==> src/rtl/mult_div_unit.sv <==
// Multicycle signed multiply/divide unit feeding the architectural HI/LO registers.
// Radix-2 Booth multiply and restoring divide, one iteration per clock.
module mult_div_unit #(
    parameter int WIDTH = 32
) (
    input  logic             clk,
    input  logic             Reset,
    input  logic             Start,
    input  logic             Op,
    input  logic [WIDTH-1:0] A,
    input  logic [WIDTH-1:0] B,
    input  logic             MoveHi,
    input  logic             MoveLo,
    output logic             Busy,
    output logic             Done,
    output logic             DivZero,
    output logic [WIDTH-1:0] Hi,
    output logic [WIDTH-1:0] Lo,
    output logic [1:0]       state_dbg
);

    localparam int CW = $clog2(WIDTH + 1);

    typedef enum logic [1:0] {
        IDLE   = 2'd0,
        MULT   = 2'd1,
        DIV    = 2'd2,
        FINISH = 2'd3
    } state_t;

    state_t state;
    state_t next_state;

    logic [CW-1:0]      cnt;
    logic [WIDTH-1:0]   opa;
    logic [WIDTH-1:0]   opb;
    logic               is_div;
    logic               dz_flag;

    // Booth accumulator: {hi (WIDTH+1 bits), lo (WIDTH bits), q_minus_1}
    logic [2*WIDTH+1:0] acc;
    logic [WIDTH-1:0]   rem;
    logic [WIDTH-1:0]   quot;

    logic               last_iter;
    logic [WIDTH:0]     m_ext;
    logic [WIDTH:0]     p_hi;
    logic [WIDTH:0]     booth_sum;
    logic [WIDTH-1:0]   dvs;
    logic [WIDTH:0]     shifted;
    logic               ge;
    logic [WIDTH-1:0]   quot_res;
    logic [WIDTH-1:0]   rem_res;

    function automatic logic [WIDTH-1:0] mag(input logic [WIDTH-1:0] v);
        return v[WIDTH-1] ? (~v + WIDTH'(1)) : v;
    endfunction

    assign state_dbg = state;
    assign last_iter = (cnt == CW'(WIDTH - 1));

    always_ff @(posedge clk or posedge Reset) begin
        if (Reset) begin
            state <= IDLE;
        end else begin
            state <= next_state;
        end
    end

    always_comb begin
        next_state = state;
        case (state)
            IDLE: begin
                if (Start) begin
                    if (!Op) begin
                        next_state = MULT;
                    end else if (B == '0) begin
                        next_state = FINISH;
                    end else begin
                        next_state = DIV;
                    end
                end
            end
            MULT:    if (last_iter) next_state = FINISH;
            DIV:     if (last_iter) next_state = FINISH;
            FINISH:  next_state = IDLE;
            default: next_state = IDLE;
        endcase
    end

    // Booth step: the add/subtract is WIDTH+1 bits so -2^(WIDTH-1) never overflows.
    always_comb begin
        m_ext = {opa[WIDTH-1], opa};
        p_hi  = acc[2*WIDTH+1:WIDTH+1];
        case (acc[1:0])
            2'b01:   booth_sum = p_hi + m_ext;
            2'b10:   booth_sum = p_hi - m_ext;
            default: booth_sum = p_hi;
        endcase
    end

    // Restoring step on magnitudes; the partial remainder always stays below dvs.
    always_comb begin
        dvs      = mag(opb);
        shifted  = {rem, quot[WIDTH-1]};
        ge       = (shifted >= {1'b0, dvs});
        quot_res = (opa[WIDTH-1] ^ opb[WIDTH-1]) ? -quot : quot;
        rem_res  = opa[WIDTH-1] ? -rem : rem;
    end

    always_ff @(posedge clk or posedge Reset) begin
        if (Reset) begin
            Busy    <= 1'b0;
            Done    <= 1'b0;
            DivZero <= 1'b0;
            Hi      <= '0;
            Lo      <= '0;
            cnt     <= '0;
            opa     <= '0;
            opb     <= '0;
            is_div  <= 1'b0;
            dz_flag <= 1'b0;
            acc     <= '0;
            rem     <= '0;
            quot    <= '0;
        end else begin
            Done    <= 1'b0;
            DivZero <= 1'b0;
            case (state)
                IDLE: begin
                    if (Start) begin
                        opa     <= A;
                        opb     <= B;
                        is_div  <= Op;
                        dz_flag <= Op && (B == '0);
                        cnt     <= '0;
                        Busy    <= 1'b1;
                        acc     <= {{(WIDTH+1){1'b0}}, B, 1'b0};
                        rem     <= '0;
                        quot    <= mag(A);
                    end else begin
                        if (MoveHi) Hi <= A;
                        if (MoveLo) Lo <= A;
                    end
                end
                MULT: begin
                    acc <= {booth_sum[WIDTH], booth_sum, acc[WIDTH:1]};
                    cnt <= cnt + CW'(1);
                end
                DIV: begin
                    rem  <= ge ? (shifted[WIDTH-1:0] - dvs) : shifted[WIDTH-1:0];
                    quot <= {quot[WIDTH-2:0], ge};
                    cnt  <= cnt + CW'(1);
                end
                FINISH: begin
                    Busy    <= 1'b0;
                    Done    <= 1'b1;
                    DivZero <= dz_flag;
                    if (!dz_flag) begin
                        if (is_div) begin
                            Hi <= rem_res;
                            Lo <= quot_res;
                        end else begin
                            Hi <= acc[2*WIDTH:WIDTH+1];
                            Lo <= acc[WIDTH:1];
                        end
                    end
                end
                default: ;
            endcase
        end
    end

endmodule

==> config.mk <==
export PLATFORM = sky130hd
export DESIGN_NAME = mult_div_unit
export DESIGN_NICKNAME = d
export VERILOG_FILES = /design/src/rtl/mult_div_unit.sv
export SDC_FILE = /design/constraint.sdc
export NUM_CORES = 1
export LEC_CHECK = 0
export CAP_MARGIN = 15
export CORE_UTILIZATION = 65
export DETAILED_ROUTE_END_ITERATION = 8
export GPL_TIMING_DRIVEN = 0
export PLACE_DENSITY = 0.89
export SLEW_MARGIN = 20
export SYNTH_ARGS = -nofsm -noshare
export SYNTH_HDL_FRONTEND = slang
export SYNTH_SLANG_ARGS = --single-unit
==> constraint.sdc <==
create_clock -name clk -period 28.8 [get_ports clk]
set_input_delay 7.2 -clock clk [delete_from_list [all_inputs] [get_ports clk]]
set_output_delay 7.2 -clock clk [all_outputs]
set_load 0.05 [all_outputs]
==> results of run 1 <==
-- how the worst min path moves through the flow --
| stage | end | startpoint | slack [ns] |
|---|---|---|---|
| finish | Lo[26] | Lo[26] | 0.48 |
| global route | Lo[26] | Lo[26] | 0.50 |
| CTS | Lo[26] | Lo[26] | 0.48 |
| detailed placement | Lo[26] | Lo[26] | 0.47 |
| global placement | Lo[31] | Lo[31] | 0.47 |
| floorplan | dz_flag | dz_flag | 0.44 |
-- state kept, by name, summed over array words and instances, names as in the netlist --
signal	cells
cnt	6
Lo	32
rem	32
acc	65
Hi	32
dz_flag	1
is_div	1
quot	32
opa	32
Done	1
Busy	1
state_dbg	2
DivZero	1
opb	32
-- layout make-up --
cell class	count	area, µm²
plain buffers	131	494
fillers	2011	6350
clock inverters	15	175
repair buffers	139	1440
flip-flops and latches	270	6760
clock buffers	42	887
inverters	37	146
multi-input cells	1768	11300
well taps	378	473
-- layout by cell type, fill, tap and decap left out, types with 19 or more instances in the layout --
cell / n
clkdlybuf4s50_1: 136
a21oi_1: 247
o31ai_1: 38
xor2_1: 118
or4_1: 19
nor4_1: 21
dfrtp_1: 270
nand2b_1: 23
xnor2_1: 85
inv_1: 36
clkbuf_1: 118
nor3_1: 30
a21o_1: 41
o21ai_0: 232
mux2_2: 66
ha_1: 75
clkbuf_16: 31
mux2i_1: 62
nand2_1: 237
nand3_1: 19
nor2_1: 207
nor2b_1: 42
-- critical path: stages --
cell and delay [ns]:
clkdlybuf4s50_1 0.54, or4_1 0.62, or4_1 0.49, nand2b_1 0.21, nand2b_1 0.23, or2_2 0.36
o311ai_0 0.73, a21boi_0 0.31
-- metal layers --
| metal | vias to the layer above | share of wire | global-route usage |
|---|---|---|---|
| met3 | 250 | 0.11 | 0.107 |
| li1 | 8245 | - | - |
| met5 | - | 0.00014 | 0 |
| met1 | 8735 | 0.37 | 0.552 |
| met4 | 2 | 0.063 | 0.259 |
| met2 | 1151 | 0.46 | 0.723 |
-- through the flow --
stage,setup WS (ns),instance area (µm²),std cells,utilization,hold slack [ns]
after detailed placement,18.04,20600,2723,0.735,0.469
after global routing,18.48,21700,2780,0.773,0.497
after CTS,18.64,21700,2780,0.773,0.482
final,18.59,21700,2780,0.773,0.484
after floorplan,14.16,18700,2206,-,0.442
after global placement,11.00,20500,2720,0.732,0.468
-- cells by family (layout without fill, tap and decap cells) --
group                      after synthesis  after routing  share of synthesized area
xor gates and xnor gates               203            203                     0.0953
and+or+nand+nor                        673            673                      0.167
adders and majority gates               77             77                     0.0524
muxes                                  129            129                     0.0736
buffers and inverters                  168            364                     0.0339
DFF                                    270            270                      0.362
AOI/OAI and AO/OA                      686            686                      0.216
==> metrics.md, run 1 <==
| Metric | Value |
|---|---|
| N_diodes | 0 |
| Number of synthesized flops with an enable pin | 0 |
| DP Wirelength | 50100 µm |
| Number of port buffers | 136 |
| Ys async rst share | 1.00 |
| CTS root buf | clkbuf_16 |
| RSZ-0062 raised after global routing | no |
| Total track usage | 0.449 |
| Final slew viol count | 0 |
| CP endpoint kind | flip-flop |
| Htree depth | 1 |
| Post-Syn Area | approximately 19000 µm² |
| Clock-pin transition on the worst setup and hold timing paths | 0.06 ns |
| R2R Path End | rem[21] |
| Initial Utilization | 0.666 |
| Drt wl/cell | 23.7 µm |
| Top-count cell post-synth | dfrtp_1 |
| Critical Path RT | 29.28 ns |
| Largest net degree at the start of global routing | between 80 and 90 |
| Initial antenna violation count | 1 |
| Routed vias | ~18000 |
| Die ar. | 29400 µm² |
| Top post-synthesis cells by area | dfrtp_1, a21oi_1, o21ai_0 |
| List of most frequent post-synthesis cells | dfrtp_1, a21oi_1, nand2_1 |
| Post-synthesis register bit count | 270 |
| Avg Vias per Cell | approximately 6.6 |
| Post-CTS Resized | 0 |
| Final period util | 0.354 |
| Synth Instances | 2206 |
| GRT Residual Overflow | 0 |
| Syn-to-layout area delta | 16.1% |
| Clock Latency Late Sink | slightly below 0.6 ns |
| Core ar. | 28000 µm² |
| Finish-stage setup viols | 0 |
| R2r setup slk | 22.25 ns |
| DIE WIDTH | approximately 170 µm |
| CTS Sinks | 270 |
| CTS tree | yes |
| Max Cap Viol | 0 |
| Cts hold-fix bufs | 0 |
| Drc violations | 0 |
| Nets | about 2500 |
| Setup TNS | 0 ns |
| Fmax | approximately 100 MHz |
| Seq/Total Area, Yosys | 0.362 |
| Worst Reg2Reg Path Length in Cells | 20 |
| Worst Setup SP | A[6] |
| Ys flop type | dfrtp_1 |
| Net count of the mapped netlist | 2353 |
| First-pass GRT wire length | just under 100000 µm |
| Worst setup SP type | input port |
| Io pins | 139 |
| Crit Path Class | in -> reg |
| Row cnt | 61 |
| Post-CTS Setup Bufs | 0 |
| Pre-antenna DRT Iters | 6 |
| Layout cells sized above 1 | 0.0583 |
| Worst rel slew slack | 0.257 |
| Starting DRT DRC Count | about 2300 |
| Critical Path Fanout Max | 5 |
| Final min period | 10.21 ns |
| Yosys top cell by area | dfrtp_1 |
| Hold path depth | 1 |
| Top cell type's share of synthesized area | 0.362 |
| Crit path to | quot[31] |
| Run status | complete, no violations |
| Layout Skew | 0.0187 ns |
| Clock buffer depth | 3 |
| GP Congestion | 1.01 |
| Cts bufs inserted | 31 |
| Critical Path AT | 10.69 ns |
| Vias in the first global route | approximately 18000 |
| Avg Cell Area, Syn | around 8.5 µm² |
| Synthesis Warnings | 0 |
| Height of the die | roughly 170 µm |
| Final hold vios | 0 |
| WL final | 65800 µm |
| Reg2reg start | opb[5] |
| Least-Margin Pin Slew | 1.11 ns |
| Post-synth cell types | 65 |
| Final ANT Viol Nets | 0 |
| Hold WC Path Type | reg -> reg |
Power of run 1 is left out: the tool's default activity adds up to more than one toggle a clock period on the data nets, which glitch-free logic cannot reach.
==> run 2: changes to the inputs <==
--- a/config.mk
+++ b/config.mk
@@ -6,10 +6,10 @@
 export NUM_CORES = 1
 export LEC_CHECK = 0
 export CAP_MARGIN = 15
-export CORE_UTILIZATION = 65
+export CORE_UTILIZATION = 54
 export DETAILED_ROUTE_END_ITERATION = 8
 export GPL_TIMING_DRIVEN = 0
-export PLACE_DENSITY = 0.89
+export PLACE_DENSITY = 0.79
 export SLEW_MARGIN = 20
 export SYNTH_ARGS = -nofsm -noshare
 export SYNTH_HDL_FRONTEND = slang
==> constraint.sdc (replaced) <==
create_clock -name clk -period 8.2 [get_ports clk]
set_input_delay 2.05 -clock clk [delete_from_list [all_inputs] [get_ports clk]]
set_output_delay 2.05 -clock clk [all_outputs]
set_load 0.05 [all_outputs]
==> metrics.md, run 2 (synthesis gave the netlist of run 1 again) <==
| Metric | Value |
|---|---|
| CTS root buf | clkbuf_16 |
| Most frequent cells in the layout | dfrtp_1, a21oi_1, nand2_1 |
| Critical Path Fanout Max | 10 (+5) |
| First-pass GRT wire length | 100000 µm (+0.65%) |
| GRT Residual Overflow | 0 (unchanged) |
| N_diodes | 0 (unchanged) |
| Crit Path Class | reg -> reg |
| CTS Sinks | 270 (unchanged) |
| Max stage delay cell, worst path | or4_4 |
| Least-Margin Pin Slew | 1.12 ns (+0.00781 ns) |
| Post-CTS Setup Bufs | 0 (unchanged) |
| GP Congestion | 0.957 (-5.0%) |
| Htree depth | 2 (+1) |
| Height of the die | 188 µm (+9.6%) |
| DIE WIDTH | 188 µm (+9.6%) |
| Worst min-delay path startpoint | Lo[24] |
| Avg Vias per Cell | 6.20 (-6.2%) |
| Final period util | 0.781 |
| DP Wirelength | 51700 µm (+3.2%) |
| Drc violations | 0 (unchanged) |
| Initial Utilization | 0.552 (-0.114) |
| Layout cells sized above 1 | 0.0622 (+0.00393) |
| Clock Latency Late Sink | 0.53 ns (-0.06 ns) |
| Largest net degree at the start of global routing | 37 (-55%) |
| Critical Path RT | 8.58 ns (-20.70 ns) |
| Critical-path cell list | or4_4, nor3_2, nand2b_1, or4_4, or3_4, or4_4, or4b_1, ha_1, nand3_1, or3_1, nor4_1, a2111oi_0, o21ai_0, o21bai_1, clkbuf_1, clkbuf_1, nor2_1, a21oi_1, o21ai_0 |
| Clock-pin transition on the worst setup and hold timing paths | 0.06 ns (about the same) |
| CP endpoint kind | flip-flop |
| Row cnt | 67 (+9.8%) |
| CTS tree | yes |
| Final hold vios | 0 (unchanged) |
| Pre-antenna DRT Iters | 8 (+2) |
| Nets | 2534 (+0.36%) |
| Critical Path Max Stage Delay | 0.55 ns (-0.18 ns) |
| Max Cap Viol | 0 (unchanged) |
| Setup TNS | 0 ns (unchanged) |
| Layout Skew | 0.0197 ns (+0.000971 ns) |
| Most common cell after layout, fill and taps aside | dfrtp_1 |
| Total track usage | 0.370 (-0.0791) |
| Number of port buffers | 136 (unchanged) |
| Clock buffer depth | 3 (unchanged) |
| Hold WC Path Type | reg -> reg |
| Finish-stage setup viols | 0 (unchanged) |
| Cts bufs inserted | 34 (+9.7%) |
| Fmax | 156 MHz |
| Die ar. | 35300 µm² (+20%) |
| Core ar. | 33800 µm² (+21%) |
| WL final | 65700 µm (-0.17%) |
| Io pins | 139 (unchanged) |
| Starting DRT DRC Count | 1916 (-15%) |
| Cts hold-fix bufs | 0 (unchanged) |
| Most flop-heavy register | acc |
| Final min period | 6.41 ns |
| RSZ-0062 raised after global routing | no |
| Critical Path AT | 6.79 ns (-3.90 ns) |
| Syn-to-layout area delta | 17.8% |
| Routed vias | 17700 (-3.6%) |
| Critical Path Most Common Cell | or4_4 |
| Worst Setup SP | opb[5] |
| Final slew viol count | 0 (unchanged) |
| Final ANT Viol Nets | 0 (unchanged) |
| Run status | complete, no violations |
| Drt wl/cell | 23.0 µm (-2.9%) |
| Worst setup SP type | flip-flop |
| Worst rel slew slack | 0.252 (-0.00521) |
| Vias in the first global route | 17400 (-1.4%) |
| Max reg flops | 65 (unchanged) |
| Post-CTS Resized | 0 (unchanged) |
| Initial antenna violation count | 0 (-1) |
| Reg2reg start | opb[5] |
[run 2: cell count changes in the layout (fill, tap and decap cells not counted)]
cell / change
buf_12: +7
clkbuf_16: +4
bufinv_16: +2
clkbuf_1: -2
buf_16: -1
clkbuf_8: -1
clkinv_4: -1
clkinvlp_4: +1
inv_6: +1
inv_8: -1
mux2i_1: +1
mux2i_2: -1
[run 2: path summary, 6_finish.rpt]
check	cells past startpoint	slack, ns	to
max	19	1.79	rem[21]
min	2	0.48	Lo[24]
max reg2reg	19	1.79	rem[21]
min reg2reg	2	0.48	Lo[24]
max in group asynchronous	5	5.30	Lo[2]
min in group asynchronous	2	1.89	cnt[2]
[run 2: metrics by stage]
step / hold slack (ns) / std cells / utilization / instance area (µm²) / worst slack [ns]
after global routing: 0.509 / 2859 / 0.651 / 22000 / 1.40
final: 0.482 / 2859 / 0.651 / 22000 / 1.79
after global placement: 0.465 / 2790 / 0.609 / 20600 / 0.671
after floorplan: 0.442 / 2206 / - / 18700 / 2.58
after CTS: 0.487 / 2859 / 0.651 / 22000 / 1.82
after detailed placement: 0.475 / 2799 / 0.615 / 20800 / 1.87
[run 2: area by class of cell]
type	instances	area (µm²)
fill	2841	11800
multi-input combinational	1768	11300
sequential	270	6760
timing repair buffer	145	1560
clock buffer	43	966
tap	448	561
buffer	131	494
clock inverter	17	235
inverter	37	143
[run 2: routing by layer]
layer	global-route usage	up-vias	wire length [µm]
met1	0.483	8546	27100
li1	-	8257	-
met2	0.604	776	30600
met3	0.0563	150	4880
met5	0	-	0
met4	0.173	0	3050
[run 2: critical path: cells and delay by family, from the launching register on]
kind,cells,cell delay (ns)
buf+inv,2,1.00
fa+ha+maj,1,0.35
flops,1,0.43
compound gates,5,0.68
simple gates,11,3.79
Power of run 2 is left out for the same reason.
